$ cat config.mk
export PLATFORM = sky130hd
export DESIGN_NAME = phase_counter_flat
export DESIGN_NICKNAME = d
export VERILOG_FILES = /design/src/rtl/phase_pkg.sv /design/src/rtl/phase_if.sv /design/src/rtl/sync_edge.sv /design/src/rtl/phase_counter.sv /design/src/flat_wrapper.sv
export SDC_FILE = /design/constraint.sdc
export NUM_CORES = 1
export LEC_CHECK = 0
export BUFFER_PORTS_ARGS = -buffer_cell sky130_fd_sc_hd__buf_4
export CORE_ASPECT_RATIO = 1.25
export CORE_UTILIZATION = 50
export DETAILED_ROUTE_END_ITERATION = 10
export GPL_ROUTABILITY_DRIVEN = 0
export PLACE_DENSITY_LB_ADDON = 0.08
export SYNTH_ARGS = -nofsm -noshare
export SYNTH_HDL_FRONTEND = slang
export SYNTH_HIERARCHICAL = 1
export SYNTH_SLANG_ARGS = --single-unit
$ cat constraint.sdc
create_clock -name clk -period 3.3 [get_ports clk]
set_input_delay 0.99 -clock clk [delete_from_list [all_inputs] [get_ports clk]]
set_output_delay 0.99 -clock clk [all_outputs]
set_load 0.02 [all_outputs]
$ cat src/rtl/phase_pkg.sv
// Shared types and defaults for the phase counter and its norm handshake.
package phase_pkg;

    localparam int unsigned C_DEFAULT = 20;

    typedef enum logic [1:0] {IDLE, ARM, RUN} phase_state_t;

endpackage

$ cat src/rtl/phase_if.sv
// Start/ready handshake carrying count/max snapshots from phase_counter to norm.
interface phase_if
    import phase_pkg::*;
#(
    parameter int unsigned C = C_DEFAULT
);

    logic         norm_ready;
    logic         start;
    logic [C-1:0] count;
    logic [C-1:0] max;

    modport master (input norm_ready, output start, output count, output max);
    modport slave  (output norm_ready, input start, input count, input max);

endinterface

$ cat src/rtl/sync_edge.sv
// Two-flop synchronizer followed by a rising-edge detect against a third flop.
module sync_edge (
    input  logic clk,
    input  logic nrst,
    input  logic d,
    output logic rise
);

    logic r_meta;
    logic r_sync;
    logic r_prev;

    always_ff @(posedge clk or negedge nrst) begin
        if (!nrst) begin
            r_meta <= 1'b0;
            r_sync <= 1'b0;
            r_prev <= 1'b0;
        end else begin
            r_meta <= d;
            r_sync <= r_meta;
            r_prev <= r_sync;
        end
    end

    assign rise = r_sync & ~r_prev;

endmodule

$ cat src/rtl/phase_counter.sv
// Measures the period of sig_in in clock cycles and hands count/max snapshots
// to the norm normalizer, keeping count < max for a stable period.
module phase_counter
    import phase_pkg::*;
#(
    parameter int unsigned C          = C_DEFAULT,
    parameter int unsigned MIN_PERIOD = 16,
    parameter int unsigned HOLDOFF    = 2
) (
    input  logic    clk,
    input  logic    nrst,
    input  logic    sig_in,
    output logic    valid,
    phase_if.master norm_if
);

    localparam int unsigned   HW       = $clog2(HOLDOFF + 1);
    localparam logic [C-1:0]  CNT_SAT  = {C{1'b1}};
    localparam logic [C:0]    MIN_P    = (C + 1)'(MIN_PERIOD);
    localparam logic [HW-1:0] HOLD_SAT = HW'(HOLDOFF);
    localparam logic [1:0]    S_IDLE   = 2'(IDLE);
    localparam logic [1:0]    S_ARM    = 2'(ARM);
    localparam logic [1:0]    S_RUN    = 2'(RUN);

    logic [1:0]    r_state;
    logic [C-1:0]  r_cnt_live;
    logic [C-1:0]  r_period;
    logic [C-1:0]  r_count;
    logic [C-1:0]  r_max;
    logic [HW-1:0] r_hold;
    logic          r_start;
    logic          r_valid;

    logic          w_rise;
    logic [C:0]    w_cnt_inc;
    logic          w_timeout;
    logic          w_accept;
    logic          w_start;
    logic [C-1:0]  w_snap;

    sync_edge u_sync (
        .clk  (clk),
        .nrst (nrst),
        .d    (sig_in),
        .rise (w_rise)
    );

    // Edge acceptance, timeout and start eligibility; an accepted edge defers start.
    always_comb begin
        w_cnt_inc = {1'b0, r_cnt_live} + (C + 1)'(1);
        w_timeout = (r_state != S_IDLE) && (r_cnt_live == CNT_SAT);
        w_accept  = w_rise && !w_timeout &&
                    ((r_state == S_IDLE) || (w_cnt_inc >= MIN_P));
        w_start   = (r_state == S_RUN) && r_valid && norm_if.norm_ready &&
                    (r_hold >= HOLD_SAT) && !w_accept && !w_timeout;
        w_snap    = (r_cnt_live >= r_period) ? (r_period - C'(1)) : r_cnt_live;
    end

    always_ff @(posedge clk or negedge nrst) begin
        if (!nrst) begin
            r_state    <= S_IDLE;
            r_cnt_live <= '0;
            r_period   <= '0;
            r_count    <= '0;
            r_max      <= '0;
            r_hold     <= HOLD_SAT;
            r_start    <= 1'b0;
            r_valid    <= 1'b0;
        end else begin
            r_start <= w_start;
            r_valid <= (r_state == S_RUN) && !w_timeout;

            if (w_start) begin
                r_hold  <= HW'(1);
                r_count <= w_snap;
                r_max   <= r_period;
            end else if (r_hold < HOLD_SAT) begin
                r_hold <= r_hold + HW'(1);
            end

            if (w_accept) begin
                r_cnt_live <= '0;
            end else if (r_cnt_live != CNT_SAT) begin
                r_cnt_live <= r_cnt_live + C'(1);
            end

            // A saturated counter means the input stopped: drop the period estimate.
            if (w_timeout) begin
                r_state  <= S_IDLE;
                r_period <= '0;
            end else if (w_accept) begin
                case (r_state)
                    S_IDLE: r_state <= S_ARM;
                    S_ARM: begin
                        r_state  <= S_RUN;
                        r_period <= w_cnt_inc[C-1:0];
                    end
                    S_RUN:   r_period <= w_cnt_inc[C-1:0];
                    default: r_state  <= S_IDLE;
                endcase
            end
        end
    end

    assign valid         = r_valid;
    assign norm_if.start = r_start;
    assign norm_if.count = r_count;
    assign norm_if.max   = r_max;

endmodule

$ cat src/flat_wrapper.sv
// flat-port wrapper written by rule: the top's interface ports become plain ports
module phase_counter_flat import phase_pkg::*;
#(
    parameter int unsigned C          = C_DEFAULT,
    parameter int unsigned MIN_PERIOD = 16,
    parameter int unsigned HOLDOFF    = 2
)
  (clk, nrst, sig_in, valid, norm_if_norm_ready, norm_if_start, norm_if_count, norm_if_max);
  phase_if #(.C(C)) norm_if_i ();
  input  logic clk;
  input  logic nrst;
  input  logic sig_in;
  output logic valid;
  input wire logic [$bits(norm_if_i.norm_ready)-1:0] norm_if_norm_ready;
  output wire logic [$bits(norm_if_i.start)-1:0] norm_if_start;
  output wire logic [$bits(norm_if_i.count)-1:0] norm_if_count;
  output wire logic [$bits(norm_if_i.max)-1:0] norm_if_max;
  assign norm_if_i.norm_ready = norm_if_norm_ready;
  assign norm_if_start = norm_if_i.start;
  assign norm_if_count = norm_if_i.count;
  assign norm_if_max = norm_if_i.max;
  phase_counter #(.C(C), .MIN_PERIOD(MIN_PERIOD), .HOLDOFF(HOLDOFF)) u_core (.clk(clk), .nrst(nrst), .sig_in(sig_in), .valid(valid), .norm_if(norm_if_i));
endmodule
==> metrics.txt <==
Finished Layout Cells 639; status complete, no violations; Post-DP HPWL 8690 um; synthesized area 5210 um^2; crit-path max cell delay 0.44 ns; Port Buffers 45; Final period util 94.8%; GRT Total Usage 23.7%; Fmax achieved 0.320 GHz; area occupied by multi-input gates 2670 um^2; Congestion Overflow GR 0; crit end category flip-flop; post-DR wirelength/cell 18.6 um; Slowest-stage cell, CP a2111oi_1; Syn Inst Count 459; placed insts 623; MaxCap Viol Count 0; row cnt 41; Vias 3696; reg-to-reg endpoint u_core/norm_if.count[3]; Clock Pin Slew Worst Setup and Hold Paths 0.07 ns; pwr/cell area 785 nW/um^2; number of synthesized register bits 89; R2R Path Start u_core/r_cnt_live[0]; DR vias/cell 5.78; die width 93.3 um; syn_area_per_cell 11.4 um^2; Worst Setup Start Kind flip-flop; fin. max-slew vios 0; area fraction of the dominant cell type after synthesis 42.3%; final hold slack 0.347 ns; Clock Latency Late Sink 0.34 ns; Hold EP u_core/u_sync/r_sync; Critical Path AT 3.35 ns; Yosys top cell by area dfrtp_1; Hold Crit Start u_core/u_sync/r_meta; Hold Crit Class flip-flop to flip-flop; Clock Tree Root clkbuf_16; Worst Clk Skew 0.00776 ns; worst path cell trace inv_1, ha_1, nand2b_1, a2111oi_1, nor3_1, a211oi_1, o21ai_1, a41o_2, buf_4, mux2_2, mux2_4; largest net degree at the start of global routing 71; Warnings, synthesis 6; most frequent cells after synthesis dfrtp_1 (88), mux2_4 (37), xnor2_1 (36), inv_1 (34), ha_1 (27); critical path's top delay family compound AO/OA/AOI/OAI gates; Residual DRC 0; number of routed nets with antenna violations 0; P&R area growth vs syn 15.3%; drt total wl 11900 um; Die Ht 116 um; fill count 854; Hold-fix buffers, CTS 0; initial antenna violation count 0; Core Util, Final 59.4%; Hold Path Depth 0; Leak 3.03 nW; Synth area leaders dfrtp_1 (42%), mux2_4 (11%), ha_1 (6.5%); Initial Utilization 51.6%; DRT iter0 DRCs 187; number of global-route vias before repair 3858; R2R depth 11; EDFF count, synth 0; Hold Violations, Final 0; layout cells sized above 1 29.6%; first-pass GRT wire length 19500 um; most frequent cell after synthesis dfrtp_1; clock buffer depth 2; max_slew headroom 41.4%; Tightest Pin Transition 0.879 ns; r2r setup slk 0.17 ns; drt first pass iters 4; setup bufs post-CTS 0; Yosys cell types 54; CP Max Fanout 14; core area 10100 um^2; Setup violations, final 0; Max IR drop VDD 0.430 mV; Reg area 2230 um^2; register area share after synthesis 42.8%; Synth Net Count 490; Critical Path RT 3.52 ns; TritonCTS clock tree done; Buf+Inv Stages, Crit Path 2; min cycle time layout 3.13 ns; CTS Buf Count 9; Nets 536; IO Count 46; post-cts resize count 0; WS Path Type flip-flop to flip-flop; H-tree levels 3; full die area 10800 um^2; diode count 0; CTS sink count 89; FFs w/ async S/R, synth 100%; top_reg_cell synth dfrtp_1
## through the flow
| step | instance area, um^2 | power [W] | setup WS, ns | setup TNS, ns |
|---|---|---|---|---|
| 2_1_floorplan | 5210 | 0.00308 | 0.505 | 0 |
| 3_3_place_gp | 5700 | 0.00364 | 0.226 | 0 |
| 6_report | 6010 | 0.00471 | 0.172 | 0 |
| 3_5_place_dp | 5700 | 0.00369 | 0.193 | 0 |
| 5_1_grt | 6010 | 0.00503 | -0.0397 | -0.367 |
| 4_1_cts | 6000 | 0.00475 | 0.166 | 0 |
## layout make-up
cell class / count / area share (%)
Clock buffer: 10 / 3.98
Clock inverter: 6 / 1.08
Inverter: 34 / 2.12
Multi-Input combinational cell: 305 / 44.4
Sequential cell: 89 / 37.1
Tap cell: 129 / 2.69
Timing Repair Buffer: 66 / 8.66
## worst reg2reg max path, cell delays in order, from the launching register on
cell       delay, ns
dfrtp_1         0.42
inv_1           0.09
ha_1            0.28
nand2b_1        0.14
a2111oi_1       0.44
nor3_1          0.09
a211oi_1        0.28
o21ai_1         0.12
a41o_2          0.36
buf_4           0.22
mux2_2          0.30
mux2_4          0.27
## cells by family after synthesis
group / synth area share [%]
adder cells (fa/ha/maj): 6.48
XOR/XNOR: 7.39
AO/OA/AOI/OAI: 10.0
AND/OR/NAND/NOR: 11.4
buffers and inverters: 6.17
multiplexers: 15.8
flip-flops: 42.8
## layer usage
layer	wire length (um)	part of all wire [%]	vias to the layer above	track usage [%]
met3	315	2.7	26	3.91
met5	0	0	-	0
li1	-	-	1734	-
met1	4840	41	1874	27.5
met2	6250	53	62	41.5
met4	469	3.9	0	13.5
## how the worst max path moves through the flow
| stage | startpoint | endpoint | slack [ns] | depth (start not counted) |
|---|---|---|---|---|
| after floorplan | u_core/r_cnt_live[0] | u_core/norm_if.count[17] | 0.51 | 11 |
| after global placement | u_core/r_cnt_live[0] | u_core/norm_if.count[6] | 0.23 | 11 |
| after detailed placement | u_core/r_cnt_live[2] | u_core/norm_if.count[0] | 0.19 | 9 |
| after CTS | u_core/r_cnt_live[0] | u_core/norm_if.count[3] | 0.17 | 11 |
| after global routing | u_core/r_cnt_live[0] | u_core/norm_if.count[12] | -0.04 | 11 |
| final | u_core/r_cnt_live[0] | u_core/norm_if.count[3] | 0.17 | 11 |
## registers in the layout, summed over array words and instances, names as in the netlist
signal / count
u_core/norm_if.count: 20
u_core/norm_if.max: 20
u_core/r_cnt_live: 20
u_core/r_period: 20
u_core/r_hold: 2
u_core/r_state: 2
u_core/norm_if.start: 1
u_core/u_sync/r_meta: 1
u_core/u_sync/r_prev: 1
u_core/u_sync/r_sync: 1
u_core/valid: 1
## placed cells by master, fill, tap and decap left out, types with 8 or more instances in the layout
cell / count
clkbuf_16: 9
ha_1: 27
a32o_1: 20
nand4_1: 11
mux2_2: 17
nand3_1: 11
nand2_1: 18
xnor2_1: 36
nor2_1: 19
dfrtp_1: 88
mux2_4: 37
nor3_1: 13
buf_4: 64
a21oi_1: 18
inv_1: 34
xor2_1: 8
## power breakdown
group	switching [W]	total [W]	leakage [nW]	internal (W)
combinational	0.00109	0.00218	1.67	0.00109
sequential	0.000198	0.00150	1.21	0.00130
clock	0.000425	0.00103	0.149	0.000608
Note: power is estimated with default switching activity, not from simulation.
